### src/rtl/pattern_recorder.sv
// pattern_recorder: packs note events into 16-bit pattern words and writes them to
// consecutive addresses of a synchronous pattern RAM, closing the pattern with an
// end-marker word (16'h8000).
//
// Word format: [15] end flag, [14:9] note, [8:4] length, [3:0] instrument.
//
// Ports:
//   i_clk          system clock
//   i_rst          synchronous active-high reset
//   i_note_valid   note event present
//   o_note_ready   recorder can take an event this cycle (IDLE only)
//   i_note         note number
//   i_note_len     note length in note-strobe ticks
//   i_instrument   instrument index
//   i_finish       single-cycle request to terminate the pattern
//   o_ram_we       RAM write strobe, one cycle per word
//   o_ram_addr     RAM write address
//   o_ram_data     packed pattern word
//   o_count        note words written so far (end marker excluded)
//   o_busy         high from the first accepted note until DONE
//   o_done         end marker written; sticky until reset
//   o_overflow     sticky: a note was dropped because the pattern was full
//
// DEPTH must be a power of two in 4..256; ADDR_W = clog2(DEPTH).

module pattern_recorder #(
  parameter int unsigned DEPTH  = 256,
  parameter int unsigned ADDR_W = $clog2(DEPTH)
) (
  input  logic              i_clk,
  input  logic              i_rst,
  input  logic              i_note_valid,
  output logic              o_note_ready,
  input  logic [5:0]        i_note,
  input  logic [4:0]        i_note_len,
  input  logic [3:0]        i_instrument,
  input  logic              i_finish,
  output logic              o_ram_we,
  output logic [ADDR_W-1:0] o_ram_addr,
  output logic [15:0]       o_ram_data,
  output logic [ADDR_W:0]   o_count,
  output logic              o_busy,
  output logic              o_done,
  output logic              o_overflow
);

  typedef enum logic [1:0] {
    StIdle,
    StEnd,
    StDone
  } state_e;

  localparam logic [15:0]     EndMarker = 16'h8000;
  // The last RAM slot is reserved for the end marker.
  localparam logic [ADDR_W:0] LastSlot  = (ADDR_W + 1)'(DEPTH - 1);
  localparam logic [ADDR_W:0] CountOne  = (ADDR_W + 1)'(1);

  state_e              state_q, state_d;
  logic                ram_we_q, ram_we_d;
  logic [ADDR_W-1:0]   ram_addr_q, ram_addr_d;
  logic [15:0]         ram_data_q, ram_data_d;
  logic [ADDR_W:0]     count_q, count_d;
  logic                busy_q, busy_d;
  logic                done_q, done_d;
  logic                overflow_q, overflow_d;
  logic                accept;

  assign o_note_ready = (state_q == StIdle);
  assign accept       = i_note_valid && o_note_ready;

  always_comb begin
    state_d    = state_q;
    ram_we_d   = 1'b0;
    ram_addr_d = ram_addr_q;
    ram_data_d = ram_data_q;
    count_d    = count_q;
    busy_d     = busy_q;
    done_d     = done_q;
    overflow_d = overflow_q;

    unique case (state_q)
      StIdle: begin
        if (accept) begin
          busy_d = 1'b1;
          if (count_q < LastSlot) begin
            ram_we_d   = 1'b1;
            ram_addr_d = count_q[ADDR_W-1:0];
            ram_data_d = {1'b0, i_note, i_note_len, i_instrument};
            count_d    = count_q + CountOne;
          end else begin
            // Full: consume and drop so the source never stalls.
            overflow_d = 1'b1;
          end
        end
        // A note accepted alongside finish is written first; the marker follows.
        if (i_finish) begin
          state_d = StEnd;
        end
      end

      StEnd: begin
        // count_q <= DEPTH-1 here, so the address cannot wrap.
        ram_we_d   = 1'b1;
        ram_addr_d = count_q[ADDR_W-1:0];
        ram_data_d = EndMarker;
        busy_d     = 1'b0;
        done_d     = 1'b1;
        state_d    = StDone;
      end

      StDone: begin
        // Terminal until reset; valid and finish are ignored.
      end

      default: begin
        state_d = StIdle;
      end
    endcase
  end

  always_ff @(posedge i_clk) begin
    if (i_rst) begin
      state_q    <= StIdle;
      ram_we_q   <= 1'b0;
      ram_addr_q <= '0;
      ram_data_q <= '0;
      count_q    <= '0;
      busy_q     <= 1'b0;
      done_q     <= 1'b0;
      overflow_q <= 1'b0;
    end else begin
      state_q    <= state_d;
      ram_we_q   <= ram_we_d;
      ram_addr_q <= ram_addr_d;
      ram_data_q <= ram_data_d;
      count_q    <= count_d;
      busy_q     <= busy_d;
      done_q     <= done_d;
      overflow_q <= overflow_d;
    end
  end

  assign o_ram_we   = ram_we_q;
  assign o_ram_addr = ram_addr_q;
  assign o_ram_data = ram_data_q;
  assign o_count    = count_q;
  assign o_busy     = busy_q;
  assign o_done     = done_q;
  assign o_overflow = overflow_q;

endmodule

### config.mk
export PLATFORM = sky130hd
export DESIGN_NAME = pattern_recorder
export DESIGN_NICKNAME = d
export VERILOG_FILES = /design/src/rtl/pattern_recorder.sv
export SDC_FILE = /design/constraint.sdc
export NUM_CORES = 1
export LEC_CHECK = 0
export CAP_MARGIN = 20
export CORE_ASPECT_RATIO = 2
export CORE_UTILIZATION = 47
export CTS_BUF_LIST = sky130_fd_sc_hd__clkbuf_16
export DETAILED_ROUTE_END_ITERATION = 8
export HOLD_SLACK_MARGIN = 0.1
export PLACE_DENSITY = 0.89
export SYNTH_ARGS = -nofsm -noshare
export SYNTH_HDL_FRONTEND = slang
export SYNTH_SLANG_ARGS = --single-unit
### constraint.sdc
create_clock -name i_clk -period 4.87 [get_ports i_clk]
set_input_delay 0.487 -clock i_clk [delete_from_list [all_inputs] [get_ports i_clk]]
set_output_delay 0.487 -clock i_clk [all_outputs]
set_load 0.05 [all_outputs]
==> metrics.cfg, run 1 <==
[route]
ant_nets = 0
vias = 1359
dr.pass1.iters = 4
drcViolationCount = 0
vias_per_cell = 5.52
drt-initial-drc-count = 31
routed_wl_um = 3960
wl_per_cell_um = 16.1

[placement]
dpl.cell_count = 237
gp_congestion = 0.834
placement.io_buffers = 56
dp_hpwl_um = 2860

[global_route]
antenna_found_initial = 0
grt_max_degree = 33
track_usage_pct = 24.1
grt_pass1_vias = 1413
grt_pass1_wl_um = 6490
grt.overflow.total = 0

[clocking]
htreeDepth = 2
cts_hold_buf = 0
clk_path_buf_depth = 2
cts_sinks = 39
insertion_delay_ns = 0.28
post_cts_buffers = 0
root_buffer = clkbuf_16
cts_buffers = 5
cts.repair.resized = 0
cts_tree = done
clk_pin_slew_ns = 0.05

[critical_path]
crit_fanout = 10
path_cells = nor2_1 -> clkdlybuf4s50_1
slowest_stage = clkdlybuf4s50_1
cp-start-kind = register
timing.critical_path.required_ns = 4.38
reg2reg_from = o_count[4]
path_delay_family = buffers and inverters
worst_setup_path_end_kind = primary output
critical_path_class = reg2out
max_stage_delay_ns = 0.83
worstPathArrival_ns = 1.71
startpoint = state_q[1]
path_buf_inv = 1

[floorplan]
io_pins = 57
num_rows = 29
core_um2 = 3190
die_area_um2 = 3610
die_h_um = 84.0
start_util_pct = 49.5
die_w_um = 43.0

[yosys]
ys_seq_area_share_pct = 49.4
synth_area_um2 = 1580
synth_edf_count = 0
synthCells = 158
synth_warnings = 0
ys.flop_type = dfxtp_1
yosys.cell_types.count = 31
syn_avg_cell_area_um2 = 10.0
async_flop_share_pct = 0
syn_nets = 178
ys_ff_latch = 39

[timing]
report.final.slew_viol_count = 0
period_minus_slack_ns = 2.20
fin_worst_skew_ns = 0.00335
holdWs_ns = 0.474
finalSetupViolCount = 0
tightest_slew_ns = 0.879
rsz0062_at_grt = false
fin_crit_sh_pct = 45.1
setup_tns_ns = 0
hold_violations = 0
fmax_ghz = 0.455
relSlewSlack_pct = 41.2

[pwr]
ir_worst_vdd_v = 0.000341
leakagePower_uw = 0.000922
p_seq_share_pct = 39.9
power.density_nw_per_um2 = 380
power.net_switching_uw = 239
p_int_uw = 641
clockPowerShare_pct = 40.9
combPwrFrac_pct = 19.1
swShare_pct = 27.1

[finish]
syn2layout_area_growth_pct = 46.4
fillers = 217
drive_gt1_share_pct = 6.51
final_nets = 234
diodes = 0
fin_cells = 246

[hold_path]
hp-class = reg2reg
hold_start = o_ram_addr[7]

[status]
status = finished clean

[job]
drv_cap = 0

## flip-flops by register name, summed over array words and instances (netlist names)
register / count
o_ram_data: 16
o_count: 9
o_ram_addr: 8
state_q: 2
o_busy: 1
o_done: 1
o_overflow: 1
o_ram_we: 1
## cell usage after synthesis, types with 3 or more instances
master | count | area [um^2]
mux2i_1 | 25 | 250
nand2b_1 | 16 | 100
o21ai_0 | 3 | 15.0
clkbuf_1 | 5 | 18.8
dfxtp_1 | 39 | 781
xnor2_1 | 3 | 26.3
a31oi_1 | 3 | 18.8
nor2_1 | 32 | 120
nand3_1 | 3 | 15.0
a21oi_1 | 3 | 15.0
## worst reg2reg max path, stage by stage, from the launching register on
cell	delay, ns
dfxtp_1	0.48
nand4_1	0.26
o21ai_2	0.40
buf_6	0.26
a21boi_1	0.29
mux2i_1	0.21
## power groups by stage
stage / logic, uW / clock network [uW] / registers [uW]
CTS: 168 / 364 / 351
global route: 176 / 382 / 354
global placement: 161 / 0 / 356
finish: 168 / 360 / 351
detailed placement: 166 / 0 / 358
floorplan: 60.9 / 0 / 405
## through the flow
stage               utilization (%)  setup WS [ns]  total power [uW]  cell area [um^2]
floorplan                         -           2.93               466              1580
global placement               67.0           2.60               517              2140
detailed placement             67.0           2.49               523              2140
CTS                            72.1           2.48               883              2300
global route                   72.5           2.59               911              2310
finish                         72.5           2.67               880              2310
## cell usage in the layout (no fill, tap or decap), types with 2 or more instances in the layout
cell type	synthesis	layout
nand2b_1	16	16
o21ai_2	1	2
a21oi_1	3	3
mux2i_1	25	25
clkdlybuf4s50_1	0	56
xnor2_1	3	3
inv_1	2	2
clkbuf_16	0	5
nor4b_1	2	2
nor2_1	32	32
nand3_1	3	3
nand4_1	2	2
a31oi_1	3	3
o21ai_0	3	2
xor2_1	2	2
dfxtp_1	39	39
## final timing paths
kind / end / slack [ns] / cells past startpoint
max: o_note_ready / 2.67 / 2
max reg2reg: o_ram_addr[2] / 2.90 / 5
min: o_ram_addr[7] / 0.47 / 2
min reg2reg: o_ram_addr[7] / 0.47 / 2
## cell families (layout without fill, tap and decap cells)
kind of cell / after synthesis / after routing / synth area share (%)
and+or+nand+nor: 62 / 62 / 20.5
DFF: 39 / 39 / 49.4
muxes: 25 / 25 / 15.8
AOI/OAI and AO/OA: 16 / 16 / 7.44
buffers and inverters: 10 / 67 / 3.32
xor gates and xnor gates: 5 / 5 / 2.77
adders and majority gates: 1 / 1 / 0.791
## layer usage
| layer | track usage [%] | vias up | wire, um |
|---|---|---|---|
| met5 | 0 | - | 0 |
| met4 | 12.9 | 0 | 133 |
| met3 | 6.49 | 12 | 218 |
| met2 | 44.5 | 66 | 2230 |
| met1 | 22.5 | 634 | 1370 |
| li1 | - | 647 | - |
## layout make-up
cell class | count | area (um^2) | area share (%)
flip-flops and latches | 39 | 781 | 33.7
well taps | 31 | 38.8 | 1.68
clock buffers | 5 | 125 | 5.41
repair buffers | 57 | 572 | 24.7
clock inverters | 3 | 38.8 | 1.68
inverters | 2 | 7.51 | 0.324
multi-input cells | 109 | 752 | 32.5
Power figures use the tool's default switching activity.
==> run 2, diff against run 1 <==
Settings changed: CORE_UTILIZATION 47 to 39, PLACE_DENSITY 0.89 to 0.79.
Clock period 4.87 ns to 1.9 ns, I/O delays scaled along.
==> run 2 against run 1 <==
Effect of this change: critical path depth shrank 1; core utilization shrank 11 points; global-route usage shrank 6.0 points; count of clock-buffer cells in the layout is the same; highest routed layer unchanged; critical endpoint is now o_count[0].
==> metrics.cfg, run 2 (synthesized netlist as in run 1, its figures left out) <==
[timing]
hold_violations = 0
fin_crit_sh_pct = 94.2
rsz0062_at_grt = false
period_minus_slack_ns = 1.79
fin_worst_skew_ns = 0.00462
tightest_slew_ns = 0.525
setup_tns_ns = 0
relSlewSlack_pct = 64.9
finalSetupViolCount = 0
report.final.slew_viol_count = 0
fmax_ghz = 0.559

[critical_path]
r2r_cells = 4
worstPathArrival_ns = 1.60
max_stage_delay_ns = 0.86
path_delay_family = buffers and inverters
slowest_stage = clkdlybuf4s50_1
cp-start-kind = register
path_buf_inv = 1
worst_setup_path_end_kind = primary output
timing.critical_path.required_ns = 1.71
path_cells = clkdlybuf4s50_1
rrSetupSlack_ns = 0.17
critical_path_class = reg2out
crit_fanout = 7
crit_cells = 1

[floorplan]
core_um2 = 3880
io_pins = 57
num_rows = 32
die_w_um = 47.0
start_util_pct = 40.7
die_h_um = 92.1
die_area_um2 = 4330

[clocking]
clk_pin_slew_ns = 0.06
cts_tree = done
cts.repair.resized = 0
cts_sinks = 39
clk_path_buf_depth = 2
cts_buffers = 5
post_cts_buffers = 0
insertion_delay_ns = 0.28
cts_hold_buf = 0
htreeDepth = 2
root_buffer = clkbuf_16

[finish]
diodes = 0
final_cell_mix = 55 x clkdlybuf4s50_1, 37 x dfxtp_1, 32 x nor2_1
syn2layout_area_growth_pct = 50.4
drive_gt1_share_pct = 10.8
layout_commonest_cell = clkdlybuf4s50_1
largest_reg_flops = 16
final_nets = 242

[pwr]
ir_worst_vdd_v = 0.000670
leakagePower_uw = 0.000953
finalPower_uw = 2110
power.density_nw_per_um2 = 888

[route]
dr.pass1.iters = 4
vias = 1321
ant_nets = 0
drt-initial-drc-count = 31
wl_per_cell_um = 12.5
drcViolationCount = 0
routed_wl_um = 3410
vias_per_cell = 4.84

[global_route]
grt_max_degree = 27
antenna_found_initial = 0
grt_pass1_vias = 1337
track_usage_pct = 18.1
grt.overflow.total = 0
grt_pass1_wl_um = 5670

[job]
drv_cap = 0

[status]
status = finished clean

[hold_path]
min_path_cells = 2
hp-class = reg2reg

[placement]
dp_hpwl_um = 2510
placement.io_buffers = 56
gp_congestion = 0.738

[run 2: changes by cell type in the layout (fill, tap and decap cells not counted)]
cell and delta:
buf_4 +9, dfxtp_1 -2, dfxtp_2 +2, buf_12 +1
buf_6 -1, bufinv_16 -1, clkdlybuf4s50_1 -1
[run 2: through the flow]
stage	cell area, um^2	worst slack, ns	hold slack (ns)	utilization (%)	std cells
6_report	2380	0.110	0.470	61.2	273
4_1_cts	2380	0.106	0.473	61.2	273
3_5_place_dp	2240	0.00464	0.459	57.8	266
5_1_grt	2380	0.0490	0.503	61.2	273
3_3_place_gp	2240	0.0248	0.456	57.8	266
2_1_floorplan	1580	0.00499	0.334	-	158
[run 2: report_power, final]
group / internal [uW] / leakage, uW / switching [uW]
Combinational: 182 / 0.000567 / 258
Sequential: 861 / 0.000319 / 31.4
Clock: 471 / 0.0000671 / 308
Total: 1510 / 0.000953 / 598
[run 2: layout make-up]
class                           instances  area (um^2)
Fill cell                             344         1510
Clock inverter                          2         8.76
Sequential cell                        39          783
Inverter                                2         7.51
Tap cell                               51         63.8
Multi-Input combinational cell        109          752
Timing Repair Buffer                   65          638
Clock buffer                            5          125
[run 2: worst register-to-register path, stage by stage, from the launching register on]
cell and delay, ns:
dfxtp_1 0.46, nand4_1 0.24, o21ai_2 0.36, a21boi_1 0.37, mux2i_1 0.22
[run 2: final timing paths]
check / from / to
worst max-delay path: o_count[0] / o_count[0]
worst min-delay path: o_ram_addr[4] / o_ram_addr[4]
worst max register to register: o_count[0] / o_ram_addr[6]
worst min register to register: o_ram_addr[4] / o_ram_addr[4]
[run 2: per-layer routing]
layer / vias up / track usage (%) / wire (um)
met1: 602 / 18.8 / 1280
met2: 49 / 29.9 / 1830
met4: 0 / 8.57 / 64
met3: 5 / 7.09 / 240
met5: - / 0 / 0
li1: 665 / - / -
